$ cat src/rtl/stage_dispatch_pkg.sv
// -----------------------------------------------------------------------------
// stage_dispatch_pkg
//
// Shared definitions for the stage dispatch sequencer:
//   - state_t       : sequencer FSM state encoding
//   - NUM_CHILD_DEF : default number of child slots driven by one sequencer
//   - TIMEOUT_DEF   : default number of WAIT cycles before a slot times out
//   - idx_width()   : width of a slot index for a given slot count (min 1 bit)
// -----------------------------------------------------------------------------
package stage_dispatch_pkg;

  localparam int NUM_CHILD_DEF = 15;
  localparam int TIMEOUT_DEF   = 200;

  // IDLE   : waiting for a start request
  // LAUNCH : pulse the current slot's start (if enabled)
  // WAIT   : wait for the current slot's done, bounded by the timer
  // NEXT   : advance to the following slot or finish
  // FINISH : one-cycle completion pulse towards the parent
  typedef enum logic [2:0] {
    IDLE,
    LAUNCH,
    WAIT,
    NEXT,
    FINISH
  } state_t;

  // A single slot still needs a one-bit index so that port widths stay legal.
  function automatic int idx_width(input int n);
    return (n > 1) ? $clog2(n) : 1;
  endfunction

endpackage

$ cat src/rtl/stage_dispatch_timer.sv
// -----------------------------------------------------------------------------
// stage_dispatch_timer
//
// Saturating timeout counter for one WAIT phase of the sequencer.
//
// Ports:
//   clk      in   clock, rising edge
//   rst      in   synchronous active-high reset (counter -> 0)
//   clear    in   restart the count from 0 (has priority over enable)
//   enable   in   count up by one this cycle
//   expired  out  counter has reached TIMEOUT-1
//
// The counter never wraps: once it reaches TIMEOUT-1 it holds there until
// cleared, so a stalled enable cannot alias back to an early count.
// -----------------------------------------------------------------------------
module stage_dispatch_timer
  import stage_dispatch_pkg::*;
#(
  parameter int TIMEOUT = TIMEOUT_DEF,
  parameter int TMR_W   = 8
) (
  input  logic clk,
  input  logic rst,
  input  logic clear,
  input  logic enable,
  output logic expired
);

  localparam logic [TMR_W-1:0] LAST_COUNT = TMR_W'(TIMEOUT - 1);

  logic [TMR_W-1:0] count_reg;

  assign expired = (count_reg == LAST_COUNT);

  always_ff @(posedge clk) begin
    if (rst) begin
      count_reg <= '0;
    end else if (clear) begin
      count_reg <= '0;
    end else if (enable && !expired) begin
      count_reg <= count_reg + 1'b1;
    end
  end

endmodule

$ cat src/rtl/stage_dispatch_sequencer.sv
// -----------------------------------------------------------------------------
// stage_dispatch_sequencer
//
// Walks child slots 0..NUM_CHILD-1 in order. Each enabled slot receives a
// one-cycle start pulse and is then waited on until its done bit is seen or
// the timeout expires. Masked slots are skipped. A done pulse and a sticky
// error flag report the outcome to the parent.
//
// Ports:
//   clk            in   clock, rising edge
//   rst            in   synchronous active-high reset
//   start_i        in   request to run one sequence
//   start_ready_o  out  request can be accepted (only in IDLE)
//   child_mask_i   in   per-slot enable, latched when a request is accepted
//   child_start_o  out  one-hot, one-cycle start pulse to the current slot
//   child_done_i   in   per-slot completion; only the current slot is looked at
//   busy_o         out  sequence in progress (any state but IDLE)
//   cur_idx_o      out  slot currently being processed
//   done_o         out  one-cycle pulse when the sequence ends
//   err_o          out  at least one slot timed out in the last sequence
//   err_idx_o      out  index of the first slot that timed out
//
// Slot costs: answered-in-first-WAIT-cycle slot = 3 cycles, masked slot =
// 2 cycles, timed-out slot = TIMEOUT+2 cycles. The FINISH cycle follows the
// last slot's NEXT cycle and cannot accept a new request, so a start held
// high is taken in the IDLE cycle after FINISH.
// -----------------------------------------------------------------------------
module stage_dispatch_sequencer
  import stage_dispatch_pkg::*;
#(
  parameter int NUM_CHILD = NUM_CHILD_DEF,
  parameter int TIMEOUT   = TIMEOUT_DEF,
  parameter int TMR_W     = 8,
  parameter int IDX_W     = idx_width(NUM_CHILD)
) (
  input  logic                 clk,
  input  logic                 rst,
  input  logic                 start_i,
  output logic                 start_ready_o,
  input  logic [NUM_CHILD-1:0] child_mask_i,
  output logic [NUM_CHILD-1:0] child_start_o,
  input  logic [NUM_CHILD-1:0] child_done_i,
  output logic                 busy_o,
  output logic [IDX_W-1:0]     cur_idx_o,
  output logic                 done_o,
  output logic                 err_o,
  output logic [IDX_W-1:0]     err_idx_o
);

  localparam logic [IDX_W-1:0] LAST_IDX = IDX_W'(NUM_CHILD - 1);

  // ---------------------------------------------------------------------------
  // State and datapath registers
  // ---------------------------------------------------------------------------
  state_t               state_reg,   state_next;
  logic [IDX_W-1:0]     idx_reg,     idx_next;
  logic [NUM_CHILD-1:0] mask_reg,    mask_next;
  logic                 err_reg,     err_next;
  logic [IDX_W-1:0]     err_idx_reg, err_idx_next;

  // Control strobes decoded by the FSM
  logic tmr_clear;
  logic tmr_enable;
  logic tmr_expired;
  logic launch_fire;

  // Only the current slot's done bit is ever observed.
  logic done_cur;
  assign done_cur = child_done_i[idx_reg];

  // ---------------------------------------------------------------------------
  // Timeout counter
  // ---------------------------------------------------------------------------
  stage_dispatch_timer #(
    .TIMEOUT (TIMEOUT),
    .TMR_W   (TMR_W)
  ) u_timer (
    .clk     (clk),
    .rst     (rst),
    .clear   (tmr_clear),
    .enable  (tmr_enable),
    .expired (tmr_expired)
  );

  // ---------------------------------------------------------------------------
  // FSM: state register
  // ---------------------------------------------------------------------------
  always_ff @(posedge clk) begin
    if (rst) begin
      state_reg   <= IDLE;
      idx_reg     <= '0;
      mask_reg    <= '0;
      err_reg     <= 1'b0;
      err_idx_reg <= '0;
    end else begin
      state_reg   <= state_next;
      idx_reg     <= idx_next;
      mask_reg    <= mask_next;
      err_reg     <= err_next;
      err_idx_reg <= err_idx_next;
    end
  end

  // ---------------------------------------------------------------------------
  // FSM: next state and control strobes
  // ---------------------------------------------------------------------------
  always_comb begin
    state_next   = state_reg;
    idx_next     = idx_reg;
    mask_next    = mask_reg;
    err_next     = err_reg;
    err_idx_next = err_idx_reg;
    tmr_clear    = 1'b0;
    tmr_enable   = 1'b0;
    launch_fire  = 1'b0;

    case (state_reg)
      IDLE: begin
        if (start_i) begin
          mask_next    = child_mask_i;
          idx_next     = '0;
          err_next     = 1'b0;
          err_idx_next = '0;
          state_next   = LAUNCH;
        end
      end

      LAUNCH: begin
        // The timer is restarted for every slot; harmless for masked slots.
        tmr_clear = 1'b1;
        if (mask_reg[idx_reg]) begin
          launch_fire = 1'b1;
          state_next  = WAIT;
        end else begin
          state_next  = NEXT;
        end
      end

      WAIT: begin
        if (done_cur) begin
          state_next = NEXT;
        end else begin
          tmr_enable = 1'b1;
          if (tmr_expired) begin
            err_next = 1'b1;
            // Keep the first offender only.
            if (!err_reg) begin
              err_idx_next = idx_reg;
            end
            state_next = NEXT;
          end
        end
      end

      NEXT: begin
        if (idx_reg == LAST_IDX) begin
          state_next = FINISH;
        end else begin
          idx_next   = idx_reg + 1'b1;
          state_next = LAUNCH;
        end
      end

      FINISH: begin
        state_next = IDLE;
      end

      default: begin
        state_next = IDLE;
      end
    endcase
  end

  // ---------------------------------------------------------------------------
  // Outputs
  // ---------------------------------------------------------------------------
  assign start_ready_o = (state_reg == IDLE);
  assign busy_o        = (state_reg != IDLE);
  assign done_o        = (state_reg == FINISH);
  assign cur_idx_o     = idx_reg;
  assign err_o         = err_reg;
  assign err_idx_o     = err_idx_reg;

  // One-hot start decode: only the slot matching the current index can fire.
  generate
    for (genvar gi = 0; gi < NUM_CHILD; gi++) begin : g_start
      assign child_start_o[gi] = launch_fire && (idx_reg == IDX_W'(gi));
    end
  endgenerate

endmodule

$ cat config.mk
export PLATFORM = sky130hd
export DESIGN_NAME = stage_dispatch_sequencer
export DESIGN_NICKNAME = d
export VERILOG_FILES = /design/src/rtl/stage_dispatch_pkg.sv /design/src/rtl/stage_dispatch_timer.sv /design/src/rtl/stage_dispatch_sequencer.sv
export SDC_FILE = /design/constraint.sdc
export NUM_CORES = 1
export LEC_CHECK = 0
export CAP_MARGIN = 20
export CORE_ASPECT_RATIO = 2
export CORE_MARGIN = 3
export CORE_UTILIZATION = 44
export CTS_CLUSTER_SIZE = 25
export DETAILED_ROUTE_END_ITERATION = 7
export PLACE_DENSITY_LB_ADDON = 0.12
export SETUP_SLACK_MARGIN = 0.02
export SYNTH_ARGS = -nofsm -noshare
export SYNTH_HDL_FRONTEND = slang
export SYNTH_SLANG_ARGS = --single-unit
$ cat constraint.sdc
create_clock -name clk -period 2.35 [get_ports clk]
set_input_delay 0.705 -clock clk [delete_from_list [all_inputs] [get_ports clk]]
set_output_delay 0.705 -clock clk [all_outputs]
set_load 0.01 [all_outputs]
== Word level (Yosys, flattened, before mapping) ==
Cells that the tools add are included.

* Bits in registers: 35
* Latch bits: 0
* Bits in writable memories: 0
* Memory bits (read-only): 0
* Output and inout bits: 27
* Memories kept: 0

* Add/subtract/negate cells: 2
* Multipliers: 0
* Divide/modulo/power cells: 0
* $lt $le $gt $ge: 1
* Equality and inequality tests: 25
* Shifts and indexed selects: 0
* Mux-type cells: 26
* Bitwise gates (word level): 0
* Reduce and logical (&&, ||, !) cells: 28

{| class="wikitable"
|+ Operators with widths
! operator !! number
|-
| $eq A4 B4 Y1 const B || 7
|-
| $mux W4 || 5
|-
| $eq A4 B3 Y1 const B || 4
|-
| $logic_and A1 B1 Y1 || 16
|-
| $pmux W4 S2 || 2
|-
| $mux W3 || 4
|-
| $pmux W3 S4 || 1
|-
| $mux W1 || 11
|-
| $add A8 B1 Y8 const B || 1
|-
| $bmux W1 S4 || 2
|-
| $eq A4 B2 Y1 const B || 2
|-
| $eq A8 B8 Y1 const B || 1
|-
| $ne A2 B2 Y1 const B || 4
|-
| $eq A3 B2 Y1 const B || 2
|-
| $lt A4 B5 Y1 const B || 1
|-
| $reduce_and A5 Y1 || 1
|-
| $add A4 B1 Y4 const B || 1
|-
| $eq A4 B1 Y1 const B || 1
|-
| $logic_not A4 Y1 || 1
|-
| $reduce_and A2 Y1 || 2
|-
| $reduce_and A4 Y1 || 1
|-
| $reduce_bool A2 Y1 || 2
|-
| $eq A3 B1 Y1 const B || 1
|-
| $eq A3 B3 Y1 const B || 1
|-
| 8 further kinds || 8
|}

== Depth between registers and ports, before layout ==
Gate-level depths: netlist (run 1).

* Word-level depth: 5
* Gate-level depth with buffers: 8
* Depth with buffers taken out: 7

== Modules after synthesis ==
A second synthesis (run 1) with hierarchy kept.

* Cells, all modules: 222
* Area total of the unflattened synthesis: 1951.9 sq um

{| class="wikitable"
|+ By module, submodules not included
! module !! times used !! cells an instance !! area each (sq um) !! sequential area each (sq um)
|-
| stage_dispatch_sequencer || 1 || 178 || 1541.5 || 540.5
|-
| stage_dispatch_timer || 1 || 44 || 410.4 || 160.2
|}

== Worst setup path after synthesis (run 1) ==
OpenSTA, ideal clock, no wires.

* Path type: reg2out
* Start: reg idx_reg[0], in the netlist cur_idx_o[0]
* End: out child_start_o[10]
* Arrival: 1.561 ns
* Path slack: 0.084 ns
* Cell stages (with the launch flop): 5
* Cell sequence: dfxtp_1 > buf_4 > mux4_2 > and3_1 > and2_1

* Cells in the longest elaborated chain, start to end: 5

{| class="wikitable"
|+ Ends and longest elaborated chain
! item !! RTL line !! text
|-
| start, declared || stage_dispatch_sequencer.sv:56 || <nowiki>logic [IDX_W-1:0] idx_reg, idx_next;</nowiki>
|-
| start signal, assigned || stage_dispatch_sequencer.sv:97 || <nowiki>idx_reg <= idx_next;</nowiki>
|-
| $bmux W1 S4 || stage_dispatch_sequencer.sv:131 || <nowiki>if (mask_reg[idx_reg]) begin</nowiki>
|-
| $mux W1 (not written as such) || stage_dispatch_sequencer.sv:131 ||
|-
| $mux W1 || stage_dispatch_sequencer.sv:131 ||
|-
| $mux W1 || stage_dispatch_sequencer.sv:117 || <nowiki>case (state_reg)</nowiki>
|-
| $logic_and A1 B1 Y1 * || stage_dispatch_sequencer.sv:187 || <nowiki>assign child_start_o[gi] = launch_fire && (idx_reg == IDX_W'(gi));</nowiki>
|-
| end, declared || stage_dispatch_sequencer.sv:41 || <nowiki>output logic [NUM_CHILD-1:0] child_start_o,</nowiki>
|}

Mark *: on every way between the ends. The rest lies on a longest branch, timed or not. The select of a mux whose other input is x is not followed.

== Worst setup path after layout (run 1) ==
* Start: reg idx_reg[0], in the netlist cur_idx_o[0]
* End: out child_start_o[0]

The elaborated chain is that of the path after synthesis.

==> impl_metrics.yaml, run 1 <==
worst_setup_path:
  required_ps: 1640
  cp.arrival_ps: 1650
  startpoint_type: "flop"
  critical_path.max_fanout: 5
  path_cells: "mux4_2 > and3_4 > and2_4 > buf_6"
  timing.critical_path.to_type: "output port"
  worstSetupPathType: "reg -> out"
  max_incr_delay_on_cp_ps: 520
  crit_path_leading_delay_family: "multiplexers"
  worst_path_max_delay_cell: "mux4_2"
  cp.buffers_inverters: 1
place:
  io_buffers: 59
  half_perimeter_wire_length_after_detailed_placement_um: 4245
  post-place-ws_ps: -207.5
  routabilityCongestion: 0.8352
  total_placed_cells_including_tap_cells: 376
  placement.cell_area_um2: 2860
timing:
  post_layout_min_period_ps: 2354
  slew_headroom: 0.5928
  finalSetupViolations: 1
  rsz0062_at_grt: "true"
  final_min_period_over_clock_period: 1.002
  drv_slew: 0
  fin_worst_skew_ps: 6.141
  final_hold_viol_count: 0
  finalWorstSetupSlack_ps: -3.818
  worstMarginPinSlew_ps: 608.5
  achievable-frequency_ghz: 0.4248
  hold_slack_ps: 459.7
final_layout:
  stdcell_count: 387
  largest_reg_flops: 15
  final_cell_area_um2: 3068
  num_antenna_cells: 0
  final_net_count: 370
  layout-area-overhead-vs-synth_pct: 48.07
  drive_gt1_frac: 0.2793
clocking:
  clkSinkCount: 35
  clkLatencyLatePin_ps: 290
  worst_case_clock_buffer_depth: 2
  cts_root_buf: "clkbuf_8"
  cts_made_buffers: 5
  cts.hold.buffers_added: 0
  tritoncts: "yes"
  ctsHtreeMaxLevel: 2
  cts.clk_slew.worst_paths_ps: 80
route:
  route.vias.total: 2054
  viasPerCell: 5.307
  route.antenna.remaining_nets: 0
  detail_route.drc_violations: 0
  wl_met1_um: 1988
  firstDrtPassIters: 4
  post_drt_wl_per_cell_um: 13.97
  drt-total-wl_um: 5407
  wl_met2_um: 3217
  wl_met3_um: 146
  dr.first_iter.drc_count: 15
  maxUsedRoutingLayer: "met4"
logic_synthesis:
  main_synth_ff_type: "dfxtp_1"
  synth_top_cell_area_share: 0.3382
  synth.area.top_cells: "dfxtp_1 34%, nand2_1 9.4%, mux2i_1 8.2%, and2_1 4.5%, mux4_2 4.3%"
  post_synth_arst_share: 0
  syn-instance-count: 246
  netlist_area_um2: 2072
  yosys.cell_types.count: 48
  synth.ff_latch_count: 35
  synth.yosys.seq_area_share: 0.3382
  ys_top_cells_by_count: "52 x nand2_1, 35 x dfxtp_1, 17 x a21oi_1, 17 x mux2i_1, 15 x and2_1"
  yosys_warning_count: 0
  synthMostInstantiatedCell: "nand2_1"
  yosys.area.top_type: "dfxtp_1"
  synth.avg_cell_area_um2: 8.423
  syn_nets: 284
  synth-edff-count: 0
die:
  die_area_um2: 5619
  dieWidth_um: 54.53
  die_height_um: 103.0
  top_level_ports: 60
  floorplan.core_area_um2: 4467
  row_count: 34
  initial_core_util: 0.4639
min_path:
  holdCritPathClass: "reg -> reg"
power:
  vdd_ir_drop_max_mv: 0.4788
  powerDensity_nw_per_um2: 548.4
  design_power_total_mw: 1.683
  power.static_leakage_nw: 1.159
job:
  timing.max_cap.violations: 0
grt:
  grt.overflow.total: 0
  grt_max_degree: 19
  antenna_found_initial: 0
  vias_in_the_first_global_route: 1916
  grt_pass1_wl_um: 8438
  gr-usage-all-layers: 0.2024
status:
  failed_checks: "negative setup slack"
  outcome: "finished, violations left"
==> layer usage <==
metal  GRT usage  vias up
li1            -     1029
met1      0.2114      984
met2      0.3850       37
met3     0.02750        4
met4     0.07294        0
met5           0        -
==> cells in the final DEF (no fill, tap or decap), types with 4 or more instances in the layout <==
cell	count
or3_1	6
a21oi_1	17
clkbuf_8	5
mux4_2	4
inv_1	9
dfxtp_1	32
nand3_1	6
and2_1	6
nand2_1	52
buf_4	31
nor2_1	9
a211oi_2	5
clkdlybuf4s50_1	41
buf_6	10
mux2i_1	16
nor3_1	6
buf_2	5
and2_4	9
ha_1	5
==> tightest hold or removal path: stages, from the launching register on <==
cell	delay, ps
dfxtp_1	310
nand2_1	50
a21oi_1	50
==> final timing paths <==
kind | start | end | slack (ps) | cells past startpoint
hold / removal | mask_reg[9] | mask_reg[9] | 460 | 2
setup / recovery | cur_idx_o[0] | child_start_o[0] | -4 | 4
hold reg to reg | mask_reg[9] | mask_reg[9] | 460 | 2
setup reg to reg | cur_idx_o[1] | u_timer.count_reg[7] | 360 | 8
==> cell families (layout without fill, tap and decap cells) <==
kind of cell               count (synthesis)  after routing  share of synthesized area
and+or+nand+nor                          118            118                     0.2814
AOI/OAI and AO/OA                         40             40                     0.1449
DFF                                       35             35                     0.3382
buffers and inverters                     24            111                    0.06702
muxes                                     21             21                     0.1256
adders and majority gates                  5              5                    0.03019
xor gates and xnor gates                   3              3                    0.01268
==> area by class of cell <==
type,instances,area (um^2)
clock inverters,3,47.55
flip-flops and latches,35,711.9
multi-input cells,187,1304
clock buffers,5,68.82
well taps,54,67.56
inverters,11,43.79
fillers,407,1399
repair buffers,92,824.5
==> report_power, final <==
part           total, mW  switching [mW]  internal (mW)
combinational      0.460           0.236          0.224
sequential         0.672          0.0363          0.636
clock              0.551           0.229          0.321
total               1.68           0.501           1.18
==> repair_timing <==
item,4_1_cts,5_1_grt
resized for setup,79,18
pin swaps,16,3
setup buffers,1,2
endpoints found under the setup margin,17,17
==> stage by stage <==
stage / TNS [ps] / util
after global routing: -374.1 / 0.6868
after CTS: -6.855 / 0.6740
after global placement: -2553 / 0.6403
final: -3.818 / 0.6868
after floorplan: 0 / -
after detailed placement: -2916 / 0.6403
No activity file was read; power rests on OpenSTA's default activity.
==> inputs of run 2 (changes only) <==
--- a/config.mk
+++ b/config.mk
@@ -9,6 +9,7 @@
 export CORE_ASPECT_RATIO = 2
 export CORE_MARGIN = 3
 export CORE_UTILIZATION = 44
+export CTS_CLUSTER_DIAMETER = 200
 export CTS_CLUSTER_SIZE = 25
 export DETAILED_ROUTE_END_ITERATION = 7
 export PLACE_DENSITY_LB_ADDON = 0.12
==> results of run 2 <==
No change in the layout: final DEF, timing and power equal those of run 1.
==> inputs of run 3 (changes only) <==
--- a/config.mk
+++ b/config.mk
@@ -9,11 +9,13 @@
 export CORE_ASPECT_RATIO = 2
 export CORE_MARGIN = 3
 export CORE_UTILIZATION = 44
+export CTS_BUF_LIST = sky130_fd_sc_hd__clkbuf_8
 export CTS_CLUSTER_DIAMETER = 200
 export CTS_CLUSTER_SIZE = 25
 export DETAILED_ROUTE_END_ITERATION = 7
 export PLACE_DENSITY_LB_ADDON = 0.12
 export SETUP_SLACK_MARGIN = 0.02
+export SLEW_MARGIN = 15
 export SYNTH_ARGS = -nofsm -noshare
 export SYNTH_HDL_FRONTEND = slang
 export SYNTH_SLANG_ARGS = --single-unit
==> results of run 3 <==
No change in the layout: final DEF, timing and power equal those of run 1.
